**src/rtl/pipeline_pkg.sv**
```systemverilog
// Shared pipeline definitions: NOP encoding, opcode width and the writeback queue entry.
package pipeline_pkg;

   // Architectural NOP; an empty writeback queue presents this at its head.
   localparam logic [31:0] NOP_INSTR = 32'hE320F000;

   // Width of the opcode field produced by idecoder (instr[27:21]).
   localparam int unsigned OPCODE_W = 7;

   // Widest result data a queue entry can carry; units narrower than this zero-extend.
   localparam int unsigned WB_DATA_W = 64;

   typedef struct packed {
      logic [31:0]          instr;
      logic [WB_DATA_W-1:0] data;
      logic                 wb_en;
   } wb_entry_t;

endpackage

```
**src/rtl/idecoder.sv**
```systemverilog
// Minimal instruction decoder: destination register and opcode field.
// The NOP hint has no destination, so it decodes to register 0.
module idecoder
   import pipeline_pkg::*;
(
   input  logic [31:0]         instr,
   output logic [3:0]          rd,
   output logic [OPCODE_W-1:0] opcode
);

   // Decode destination and opcode fields of the instruction word.
   always_comb begin
      opcode = instr[27:21];
      rd     = (instr == NOP_INSTR) ? 4'd0 : instr[15:12];
   end

endmodule

```
**src/rtl/writeback_queue_unit.sv**
```systemverilog
// In-order writeback queue feeding the register-file write port.
// Optional decode-stage forwarding outputs are enabled by defining WB_FORWARD_EN.
module writeback_queue_unit
   import pipeline_pkg::*;
#(
   parameter int unsigned DATA_W = 32,
   parameter int unsigned DEPTH  = 2,
   parameter int unsigned CNT_W  = 16
) (
   input  logic                clk,
   input  logic                rst,
   input  logic                flush,
   input  logic                in_valid,
   output logic                in_ready,
   input  logic [31:0]         instr_in,
   input  logic [DATA_W-1:0]   data_in,
   input  logic                wb_en_in,
   input  logic                rf_ready,
   output logic                rf_we,
   output logic [3:0]          rf_waddr,
   output logic [DATA_W-1:0]   rf_wdata,
   output logic [3:0]          rt,
   output logic [OPCODE_W-1:0] opcode,
   output logic                empty,
   output logic [CNT_W-1:0]    retire_cnt
`ifdef WB_FORWARD_EN
   ,
   output logic                fwd_valid,
   output logic [3:0]          fwd_reg,
   output logic [DATA_W-1:0]   fwd_data
`endif
);

   localparam int unsigned PTR_W = (DEPTH > 1) ? $clog2(DEPTH) : 1;
   localparam int unsigned CNT_QW = PTR_W + 1;

   wb_entry_t          mem_q [DEPTH];
   logic [PTR_W-1:0]   rd_ptr_q, rd_ptr_d;
   logic [PTR_W-1:0]   wr_ptr_q, wr_ptr_d;
   logic [CNT_QW-1:0]  count_q, count_d;
   logic [CNT_W-1:0]   retire_cnt_q, retire_cnt_d;

   wb_entry_t          head;
   wb_entry_t          entry_in;
   logic               push;
   logic               pop;
   logic               unused_head_data;

   // Occupancy flags and handshake; flush suppresses both push and pop.
   always_comb begin
      empty    = (count_q == '0);
      in_ready = (count_q < CNT_QW'(DEPTH));
      push     = in_valid && in_ready && !flush;
      pop      = !empty && (rf_ready || !head.wb_en) && !flush;
   end

   // Head view; an empty queue reads as a non-writing NOP.
   always_comb begin
      if (empty) begin
         head = '{instr: NOP_INSTR, data: '0, wb_en: 1'b0};
      end else begin
         head = mem_q[rd_ptr_q];
      end
      entry_in = '{instr: instr_in, data: WB_DATA_W'(data_in), wb_en: wb_en_in};
   end

   // Register-file write port driven straight from the head entry.
   always_comb begin
      rf_we    = !empty && head.wb_en && rf_ready && !flush;
      rf_waddr = head.instr[15:12];
      rf_wdata = head.data[DATA_W-1:0];
   end

   // Upper data bits beyond DATA_W are always zero and deliberately ignored.
   assign unused_head_data = ^head.data;

   // Next-state for pointers, occupancy and retire counter.
   always_comb begin
      rd_ptr_d     = rd_ptr_q;
      wr_ptr_d     = wr_ptr_q;
      count_d      = count_q;
      retire_cnt_d = retire_cnt_q;
      if (flush) begin
         rd_ptr_d = '0;
         wr_ptr_d = '0;
         count_d  = '0;
      end else begin
         // DEPTH is a power of two, so pointer overflow is the modulo wrap.
         if (push) wr_ptr_d = wr_ptr_q + PTR_W'(1);
         if (pop) begin
            rd_ptr_d     = rd_ptr_q + PTR_W'(1);
            retire_cnt_d = retire_cnt_q + CNT_W'(1);
         end
         unique case ({push, pop})
            2'b10:   count_d = count_q + CNT_QW'(1);
            2'b01:   count_d = count_q - CNT_QW'(1);
            default: count_d = count_q;
         endcase
      end
   end

   // Control state with asynchronous reset.
   always_ff @(posedge clk or posedge rst) begin
      if (rst) begin
         rd_ptr_q     <= '0;
         wr_ptr_q     <= '0;
         count_q      <= '0;
         retire_cnt_q <= '0;
      end else begin
         rd_ptr_q     <= rd_ptr_d;
         wr_ptr_q     <= wr_ptr_d;
         count_q      <= count_d;
         retire_cnt_q <= retire_cnt_d;
      end
   end

   // Entry storage needs no reset: validity is tracked by count_q.
   always_ff @(posedge clk) begin
      if (push) mem_q[wr_ptr_q] <= entry_in;
   end

   assign retire_cnt = retire_cnt_q;

   idecoder u_idecoder (
      .instr  (head.instr),
      .rd     (rt),
      .opcode (opcode)
   );

`ifdef WB_FORWARD_EN
   // Walk oldest to youngest so the last matching writer wins.
   always_comb begin
      logic [PTR_W-1:0] idx;
      fwd_valid = 1'b0;
      fwd_reg   = '0;
      fwd_data  = '0;
      idx       = '0;
      for (int i = 0; i < DEPTH; i++) begin
         idx = rd_ptr_q + PTR_W'(i);
         if ((CNT_QW'(i) < count_q) && mem_q[idx].wb_en) begin
            fwd_valid = 1'b1;
            fwd_reg   = mem_q[idx].instr[15:12];
            fwd_data  = mem_q[idx].data[DATA_W-1:0];
         end
      end
      if (flush) fwd_valid = 1'b0;
   end
`endif

endmodule

```
**config.mk**
```make
export PLATFORM = sky130hd
export DESIGN_NAME = writeback_queue_unit
export DESIGN_NICKNAME = d
export VERILOG_FILES = /design/src/rtl/pipeline_pkg.sv /design/src/rtl/idecoder.sv /design/src/rtl/writeback_queue_unit.sv
export SDC_FILE = /design/constraint.sdc
export NUM_CORES = 1
export LEC_CHECK = 0
export ABC_AREA = 1
export BUFFER_PORTS_ARGS = -buffer_cell sky130_fd_sc_hd__buf_2
export CAP_MARGIN = 25
export CORE_ASPECT_RATIO = 2
export CORE_MARGIN = 8
export CORE_UTILIZATION = 45
export DETAILED_ROUTE_END_ITERATION = 8
export HOLD_SLACK_MARGIN = 0.06
export PLACE_DENSITY = 0.68
export SYNTH_ARGS = -nofsm -noshare
export SYNTH_HDL_FRONTEND = slang
export SYNTH_SLANG_ARGS = --single-unit
```
**constraint.sdc**
```tcl
create_clock -name clk -period 4.6 [get_ports clk]
set_clock_uncertainty 0.15 [all_clocks]
set_input_delay 0.69 -clock clk [delete_from_list [all_inputs] [get_ports clk]]
set_output_delay 0.69 -clock clk [all_outputs]
set_load 0.1 [all_outputs]
```
* Yosys cells after proc, flatten, opt, wreduce, memory -nomap -nowiden
Memory sizes are Yosys's and may differ from the RTL's.
Cells that the tools add are included.
** Cells by class
- Bitwise logic cells :: 1
- Reduce and logical (&&, ||, !) cells :: 16
- Multiplexer cells :: 10
- Eq/ne operators :: 3
- Order comparisons :: 1
- $add $sub $neg :: 5
** Operators with widths (count)
- 97-bit 2-to-1 mux :: 1
- 32-bit equality test (second input constant) :: 1
- 16-bit by 1-bit adder with 16-bit output (second input constant) :: 1
- 1-bit logical AND :: 7
- 1-bit 2-to-1 mux :: 6
- 4-bit 2-to-1 mux :: 1
- 2-bit case mux with 2 select lines :: 1
- 2-bit nonzero test :: 2
- 1-bit logical NOT :: 3
- 3-bit nonzero test :: 1
- 1-bit adder (second input constant) :: 2
- 2-bit by 1-bit adder with 2-bit output (second input constant) :: 1
- 2-bit by 1-bit equality test with 1-bit output (second input constant) :: 1
- 2-bit equality test (second input constant) :: 1
- 2-bit logical NOT :: 1
- 2-bit less-than comparator (second input constant) :: 1
- 2-bit 2-to-1 mux :: 1
- 2-bit AND reduction :: 1
- 2-bit by 1-bit subtractor with 2-bit output (second input constant) :: 1
- 1-bit logical OR :: 1
- 1-bit inverter :: 1
** Word-level totals
- Memories kept :: 1
- RAM bits :: 130
- Input port bits :: 70
- Logic and storage cells :: 41
- Flip-flop bits (word level) :: 20
- Output and inout bits :: 66
** Memories
- mem_q :: words 2, width 65, read ports 1, clocked after Yosys merged registers in 0, wr ports 1, RTL line writeback_queue_unit.sv:37 : wb_entry_t mem_q [DEPTH];

* Logic depth before layout (Yosys ltp)
Gate-level depths: netlist of run 1.
- Word-level depth :: 9
- Mapped depth :: 11
- Mapped depth without buffers :: 10

* Cells and area by module
Synthesis of run 1 repeated with hierarchy kept, for this count alone.
** Second synthesis, totals
- Cell total of the unflattened synthesis :: 584
- Area, all modules :: 6439.9 um2
** By module, submodules not included
- writeback_queue_unit :: cells an instance 535, area each 6224.7 um2, seq. area each 4404.2 um2, instances 1
- idecoder :: cells an instance 49, area each 215.2 um2, seq. area each 0.0 um2, instances 1

* Worst setup path after synthesis of run 1
No wires, ideal clock.
- Path kind :: reg2out
- From :: register count_q[1]
- To :: output port rt[0]
- Data arrival time :: 3.657 ns
- Path buffers :: 1
- Cell stages (with the launch flop) :: 10
- Slack :: 0.103 ns
- Cell sequence :: dfrtp_1 inv_2 nand2_4 buf_2 nand3_1 nand2_1 nor2_1 nand2_1 nor2_1 a21oi_1
** Between the ends
- Word-level cells in the longest chain between the ends :: 4
** RTL lines
- from (decl) :: RTL line writeback_queue_unit.sv:40 : logic [CNT_QW-1:0] count_q, count_d;
- from (signal assigned) :: RTL line writeback_queue_unit.sv:112 : count_q <= count_d;
- 2-bit logical NOT :: RTL line writeback_queue_unit.sv:51 : empty = (count_q == '0);
- 97-bit 2-to-1 mux :: RTL line writeback_queue_unit.sv:59 : if (empty) begin
- via opcode[0] :: RTL line writeback_queue_unit.sv:23 : output logic [OPCODE_W-1:0] opcode,
- 32-bit equality test :: RTL line idecoder.sv:14 : rd = (instr == NOP_INSTR) ? 4'd0 : instr[15:12];
- 4-bit 2-to-1 mux :: RTL line idecoder.sv:14
- to (decl) :: RTL line writeback_queue_unit.sv:22 : output logic [3:0] rt,
The timed path passes the listed nets, and every way through them passes these cells.

* Final worst setup path of run 1
- From :: register rd_ptr_q
- To :: output port rt[3]
** Between the ends
- Word-level cells in the longest chain between the ends :: 4
** RTL lines
- from (decl) :: RTL line writeback_queue_unit.sv:38 : logic [PTR_W-1:0] rd_ptr_q, rd_ptr_d;
- from (signal assigned) :: RTL line writeback_queue_unit.sv:110 : rd_ptr_q <= rd_ptr_d;
- memory 2 x 65 bit (*)
- 97-bit 2-to-1 mux (*) :: RTL line writeback_queue_unit.sv:59
- 32-bit equality test :: RTL line idecoder.sv:14
- 4-bit 2-to-1 mux (*) :: RTL line idecoder.sv:14
Every way passes the cells marked *; elsewhere a longest branch is shown, timed or not.

==> results of run 1 <==
==> registers in the layout, summed over array words and instances, names as in the netlist <==
| signal | flops |
|---|---|
| rd_ptr_q | 1 |
| wr_ptr_q | 1 |
| count_q | 2 |
| retire_cnt | 16 |
| mem_q | 130 |
==> path summary, 6_finish.rpt <==
check	startpoint	endpoint	slack, ns	cells after the start
setup / recovery	rd_ptr_q	rt[3]	1.11	9
hold reg to reg	retire_cnt[5]	retire_cnt[5]	0.37	1
setup reg to reg	rd_ptr_q	retire_cnt[9]	2.10	11
max in group asynchronous	rst	rd_ptr_q	3.50	2
hold / removal	rst	count_q[0]	0.26	2
min in group clk	data_in[21]	mem_q[0][22]	0.32	1
==> layout make-up <==
| cell class | count | area, sq um |
|---|---|---|
| Multi-Input combinational cell | 344 | 1530 |
| Clock buffer | 18 | 429 |
| Sequential cell | 150 | 4410 |
| Fill cell | 1153 | 5880 |
| Inverter | 30 | 113 |
| Clock inverter | 13 | 183 |
| Tap cell | 155 | 194 |
| Timing Repair Buffer | 139 | 706 |
==> metrics by stage <==
stage	hold slack (ns)	std cells	setup WS, ns	cell area, sq um
6_report	0.262	849	1.11	7560
5_1_grt	0.299	849	0.644	7560
4_1_cts	0.286	849	0.963	7560
3_5_place_dp	0.371	818	1.41	6940
3_3_place_gp	0.355	818	1.49	6940
2_1_floorplan	0.367	545	0.103	6150
==> logic make-up after synthesis <==
logic type	synth area share, %
AOI/OAI and AO/OA	3.89
buffers and inverters	3.75
adders and majority gates	0.204
DFF	71.7
and+or+nand+nor	18.6
xor gates and xnor gates	1.85
==> metal layers <==
metal	GRT usage, %	wire length (microns)	vias up
met3	5.12	811	34
met4	8.61	380	4
met2	28.9	7380	133
met5	0	22	-
met1	15.2	4920	2050
li1	-	-	2089
==> Yosys cell counts, drive strengths merged <==
| library cell | count |
|---|---|
| o21ai | 6 |
| dfrtp | 20 |
| nand3b | 1 |
| nand2 | 229 |
| inv | 30 |
| edfxtp | 130 |
| nor2 | 23 |
| ha | 1 |
| nand4 | 2 |
| nand3 | 23 |
| clkbuf | 9 |
| nor3 | 7 |
| a21oi | 38 |
| xor2 | 10 |
| xnor2 | 3 |
| buf | 12 |
| o21bai | 1 |
==> metrics.yaml, run 1 <==
outcome: "completed"
numCtsBuffers: 17
root_buffer: "clkbuf_16"
hold_viol: 0
syn_inst: 545
cts_hold_buf: 0
worstPathArrival_ns: 2.65
yosys.area.top_type: "edfxtp_1"
grt_max_degree: 67
via_per_inst: 5.08
vias: 4310
slew_headroom_pct: 40.5
cp_max_fo: 51
clk_pin_slew_worst_paths_ns: 0.06
htreeDepth: 4
required_ns: 3.76
drt.antenna.violating_nets: 0
yosysWarnings: 0
fp-row-count: 60
clock_latency_ns: 0.41
worst_path_dominant_cell_family: "buffers and inverters"
yosys.cell_types.count: 26
overflow: 0
fin_setup_tns_ns: 0
initial_core_util_pct: 45.7
place.gp.congestion: 0.868
end_kind: "primary output"
grt_pass1_wl_microns: 22000
clockBufferDepth: 2
place.port_buffers: 135
place.detailed.hpwl_microns: 9080
slowest_delay_ns: 0.61
max_freq_ghz: 0.286
n_antenna_cell: 0
cpMaxStageDelayCell: "inv_2"
antenna_found_initial: 2
drc: 0
drtPass1Iterations: 4
crit_buf_inv: 2
drv_cap: 0
synthesis.nets: 616
syn2layout_area_growth_pct: 22.9
final_cell_mix: "227 x nand2_1, 135 x buf_2, 130 x edfxtp_1"
start_kind: "flip-flop"
ios: 136
drt_iter0_drc: 287
cts_setup_buffers: 0
postSynthAreaPerCell_sq_um: 11.3
mappedNetlistArea_sq_mm: 0.00615
fp.dieH_microns: 181
cts_tree: "built"
fin_crit_sh_pct: 76.0
post_drt_wl_per_cell_microns: 15.9
min_period_ns: 3.49
ys_seq_area_share_pct: 71.7
synth_area_leaders: "edfxtp_1 64%, nand2_1 14%, dfrtp_1 8.1%, a21oi_1 3.0%, nand3_1 1.8%"
grt_pass1_vias: 4599
final_core_util_pct: 56.2
hold_class: "primary input to async pin"
wirelength_microns: 13500
nNetsFinal: 753
setup_viol: 0
cts.sinks: 150
drv_slew: 0
synth-seq-cells: 150
drive_above_1_share_pct: 26.1
critPathMostFrequentCell: "nand2_1"
final_common_cell: "nand2_1"
path_class: "flip-flop to primary output"
tightest_slew_ns: 0.892
rsz0062_at_grt: "no"
die-area_sq_mm: 0.0179
die_w_microns: 98.6
coreArea_sq_mm: 0.0134
cts_resized: 0
synth_top_cell_area_share_pct: 63.5
grt_usage_pct: 15.9
path_cells: "inv_2 > nand2_1 > nand3_1 > nand2_1 > nor2_1 > nand2_1 > nor2_1 > a21oi_1 > buf_2"
Power of run 1 is not shown: default switching activity piles up to over one toggle a cycle in this logic, so the estimate is an artifact.
==> inputs of run 2 (changes only) <==
clock period = 3.4 ns   (was 4.6 ns; I/O delays follow)
==> run 2 against run 1 <==
Compared with the run above:
- critical path type unchanged
- flip-flop and latch count unchanged
- worst setup slack worse by 0.88 ns
- utilization up 1.6 points
- design area up 2.9%
- non-clock buffer count up 5
- routed wire length up 0.63%
- via count up 0.12%
==> metrics.yaml, run 2 (synthesis gave the netlist of run 1 again) <==
outcome: "completed"
fill_cells: 1126
syn2layout_area_growth_pct: 26.5
die_w_microns: 98.6
ios: 136
rsz0062_at_grt: "no"
overflow: 0
busiest_layer: "met2"
cts_tree: "built"
largest_reg_flops: 130
drv_cap: 0
required_ns: 2.74
cp_max_fo: 49
numCtsBuffers: 17
drc: 0
post_drt_wl_per_cell_microns: 15.9
place.port_buffers: 135
coreArea_sq_mm: 0.0134
regToRegSetupSlack_ns: 1.09
final_common_cell: "nand2_1"
path_class: "flip-flop to primary output"
initial_core_util_pct: 45.7
cts_setup_buffers: 0
regMostFlops: "mem_q"
crit_start: "rd_ptr_q"
fin_crit_sh_pct: 93.4
wirelength_microns: 13600
path_cells: "buf_4 > nand2_1 > nand3_2 > nand2_1 > nor2_1 > nand2_1 > nor2_2 > a21oi_4 > buf_2"
place.gp.congestion: 0.829
via_per_inst: 5.05
start_kind: "flip-flop"
critPathMostFrequentCell: "nand2_1"
die-area_sq_mm: 0.0179
crit_buf_inv: 2
worstPathArrival_ns: 2.51
place.detailed.hpwl_microns: 9590
drive_above_1_share_pct: 29.6
slew_headroom_pct: 47.4
clockBufferDepth: 2
fp.dieH_microns: 181
cp.depth: 9
use_met3_pct: 5.54
htreeDepth: 4
grt_usage_pct: 15.8
cts.sinks: 150
hold_viol: 0
clock_latency_ns: 0.40
min_period_ns: 3.17
grt_pass1_vias: 4630
r2r-end: "retire_cnt[9]"
drv_slew: 0
drt_iter0_drc: 172
crit_end: "rt[3]"
n_antenna_cell: 0
grt_util_met2_pct: 28.8
cpMaxStageDelayCell: "buf_4"
antenna_found_initial: 3
setup_viol: 0
grt_pass1_wl_microns: 21900
nNetsFinal: 758
final_cell_mix: "227 x nand2_1, 133 x buf_2, 130 x edfxtp_1"
grt_use_met1_pct: 15.0
fin_setup_tns_ns: 0
worst_path_dominant_cell_family: "simple AND/OR/NAND/NOR gates"
slowest_delay_ns: 0.43
drtPass1Iterations: 4
root_buffer: "clkbuf_16"
r2r_start: "count_q[1]"
fp-row-count: 60
end_kind: "primary output"
max_freq_ghz: 0.315
rr_worst_depth: 9
grt_max_degree: 67
hold_class: "primary input to async pin"
clk_pin_slew_worst_paths_ns: 0.06
tightest_slew_ns: 0.788
drt.antenna.violating_nets: 0
vias: 4315
run 2: timing repair:
| action | CTS | global route |
|---|---|---|
| endpoints found under the setup margin | 4 | 0 |
| endpoints found under the hold margin | 0 | 0 |
| hold buffers | 0 | 0 |
| gates resized for setup | 1 | 0 |
run 2: routing by layer:
layer	up-vias	wire length, microns
met2	126	7540
met4	6	283
met3	21	807
li1	2105	-
met5	-	26
met1	2057	4950
run 2: worst min path at each step:
stage | startpoint | end | slack, ns | cells after the start
global placement | retire_cnt[8] | retire_cnt[8] | 0.36 | 2
detailed placement | retire_cnt[3] | retire_cnt[3] | 0.36 | 1
CTS | rst | retire_cnt[8] | 0.10 | 2
finish | rst | retire_cnt[9] | 0.1 | 2
global route | instr_in[18] | mem_q[0][51] | 0.11 | 1
floorplan | rst | count_q[0] | 0.32 | 1
run 2: final cells by class:
| cell class | count | area [sq um] | area share [%] |
|---|---|---|---|
| well taps | 155 | 194 | 2.50 |
| clock inverters | 14 | 174 | 2.24 |
| clock buffers | 17 | 425 | 5.47 |
| multi-input cells | 344 | 1660 | 21.4 |
| repair buffers | 144 | 798 | 10.3 |
| flip-flops and latches | 150 | 4410 | 56.7 |
| inverters | 30 | 113 | 1.45 |
run 2: per-stage QoR:
stage | hold WS (ns) | setup WS, ns | instance area [sq um] | util, % | std cells
global placement | 0.357 | 0.490 | 7170 | 53.4 | 823
global route | 0.114 | 0.0246 | 7770 | 57.8 | 854
finish | 0.0983 | 0.225 | 7770 | 57.8 | 854
floorplan | 0.324 | -0.954 | 6290 | - | 545
CTS | 0.102 | 0.176 | 7770 | 57.8 | 854
detailed placement | 0.364 | 0.425 | 7170 | 53.4 | 823
Power of run 2 is left out for the same reason.
==> inputs of run 3 (changes only) <==
CTS_BUF_LIST = sky130_fd_sc_hd__clkbuf_4 sky130_fd_sc_hd__clkbuf_8 sky130_fd_sc_hd__clkbuf_16   (was default)
SYNTH_HIERARCHICAL = 1   (was default)
==> run 3 against run 2 <==
Compared with the run above:
- worst setup slack improved by 0.060 ns
- sequential share of layout area decreased by 0.18 points
- design area increased by 0.32%
- critical endpoint is now rt[2]
==> metrics.yaml, run 3 <==
final_core_util_pct: 54.9
dp.cells: 854
drt_iter0_drc: 220
clockBufferDepth: 2
yosys_most_used_dff: "edfxtp_1"
grt_pass1_vias: 4330
synthesis.nets: 655
via_per_inst: 4.81
path_cells: "inv_2 > buf_4 > nand2_1 > a21oi_1 > nor2_1 > nand2_1 > nor2_1 > nand2_1 > nor2_2 > nor2_1 > buf_2"
syn2layout_area_growth_pct: 21.1
rr_worst_depth: 4
required_ns: 2.74
yosys.cell_types.count: 27
yosysWarnings: 6
cp.depth: 11
die_w_microns: 101
place.port_buffers: 135
cpMaxStageDelayCell: "buf_2"
start_kind: "flip-flop"
cp_max_fo: 28
n_antenna_cell: 0
synth.top_cells.by_count: "188 x nand2_1, 130 x edfxtp_1, 55 x a21oi_1, 43 x buf_4, 35 x nor2_1"
cts_setup_buffers: 0
tightest_slew_ns: 0.786
regMostFlops: "mem_q"
htreeDepth: 4
syn_inst: 584
fin_area_sq_mm: 0.00780
coreArea_sq_mm: 0.0142
clock_latency_ns: 0.41
rsz0062_at_grt: "no"
hold_class: "primary input to async pin"
largest_reg_flops: 130
end_kind: "primary output"
clk_pin_slew_worst_paths_ns: 0.06
dp_slack_ns: 0.711
crit_buf_inv: 3
cts_resized: 0
fp-row-count: 62
fin_crit_sh_pct: 91.6
slew_headroom_pct: 47.6
synth_edf_count: 130
overflow: 0
postSynthAreaPerCell_sq_um: 11.0
grt_usage_pct: 14.6
vias: 4257
setup_viol: 0
synth_area_leaders: "edfxtp_1 61%, nand2_1 11%, dfrtp_1 7.8%, buf_4 5.0%, a21oi_1 4.3%"
worstPathArrival_ns: 2.45
drv_slew: 0
grt_pass1_wl_microns: 20800
synth.most_common_cell: "nand2_1"
cts_tree: "built"
antenna_found_initial: 2
nNetsFinal: 752
synth-async-reset-ratio_pct: 13.3
final_common_cell: "nand2_1"
setup_ws_ns: 0.286
post_dp_cell_area_sq_mm: 0.00723
hold_viol: 0
final_cells: 885
post_drt_wl_per_cell_microns: 15.1
synth-seq-cells: 150
drt.antenna.violating_nets: 0
ios: 136
yosys.area.top_type: "edfxtp_1"
fp.dieH_microns: 185
outcome: "completed"
grt_max_degree: 53
drtPass1Iterations: 4
worst_path_dominant_cell_family: "buffers and inverters"
place.gp.congestion: 0.843
wirelength_microns: 13400
cts.sinks: 150
cts_hold_buf: 0
die-area_sq_mm: 0.0186
final_cell_mix: "188 x nand2_1, 130 x edfxtp_1, 122 x buf_2"
initial_core_util_pct: 45.4
synth_top_cell_area_share_pct: 60.6
max_freq_ghz: 0.321
drv_cap: 0
min_period_ns: 3.11
slowest_delay_ns: 0.43
drive_above_1_share_pct: 26.4
path_class: "flip-flop to primary output"
ys_seq_area_share_pct: 68.4
mappedNetlistArea_sq_mm: 0.00644
root_buffer: "clkbuf_16"
drc: 0
place.detailed.hpwl_microns: 9140
numCtsBuffers: 17
## run 3: cell count changes in the layout (fill, tap and decap cells not counted), moves of 4 or more
cell,delta
a21oi_4,-8
buf_2,-11
clkinv_4,-4
nand2_1,-39
nand3_2,-6
nor2_1,+15
a21oi_2,-5
nand3_1,+7
a21oi_1,+31
buf_12,+11
## run 3: kinds of logic (layout without fill, tap and decap cells)
kind of cell / after synthesis / in the layout / synth area share (%)
simple gates: 262 / 262 / 16.3
flops: 150 / 150 / 68.4
buf+inv: 97 / 206 / 8.49
compound gates: 62 / 62 / 5.03
fa+ha+maj: 1 / 1 / 0.194
xor+xnor: 12 / 12 / 1.63
## run 3: per-stage QoR
step           setup TNS, ns  hold WS [ns]
2_1_floorplan         -25.53         0.324
3_3_place_gp               0         0.358
3_5_place_dp               0         0.364
4_1_cts                    0         0.113
5_1_grt                    0         0.115
6_report                   0        0.0930
## run 3: path summary, 6_finish.rpt
check | startpoint | end | slack, ns
max | rd_ptr_q | rt[2] | 0.29
min | rst | retire_cnt[12] | 0.09
max reg2reg | count_q[1] | mem_q[0][30] | 1.36
min reg2reg | retire_cnt[6] | retire_cnt[6] | 0.38
max in group asynchronous | rst | rd_ptr_q | 2.46
min in group clk | data_in[3] | mem_q[0][4] | 0.14
## run 3: per-layer routing
layer  wire length, microns  track usage [%]  up-vias
met1                   5420             16.5     1971
met3                   1190             6.25       15
met5                     23                0        -
met4                    209             5.43        4
li1                       -                -     2107
met2                   6540             23.8      160
## run 3: worst register-to-register path, stage by stage, from the launching register on
cell and delay (ns):
dfrtp_1 0.42, inv_1 0.12, nand3_1 0.19, nor2_4 0.46
buf_12 0.35
## run 3: area by class of cell
class | count | area, sq um
Clock buffer | 18 | 433
Clock inverter | 13 | 131
Fill cell | 1227 | 6400
Inverter | 32 | 123
Multi-Input combinational cell | 337 | 1510
Sequential cell | 150 | 4410
Tap cell | 192 | 240
Timing Repair Buffer | 143 | 956
Power of run 3 is left out for the same reason.
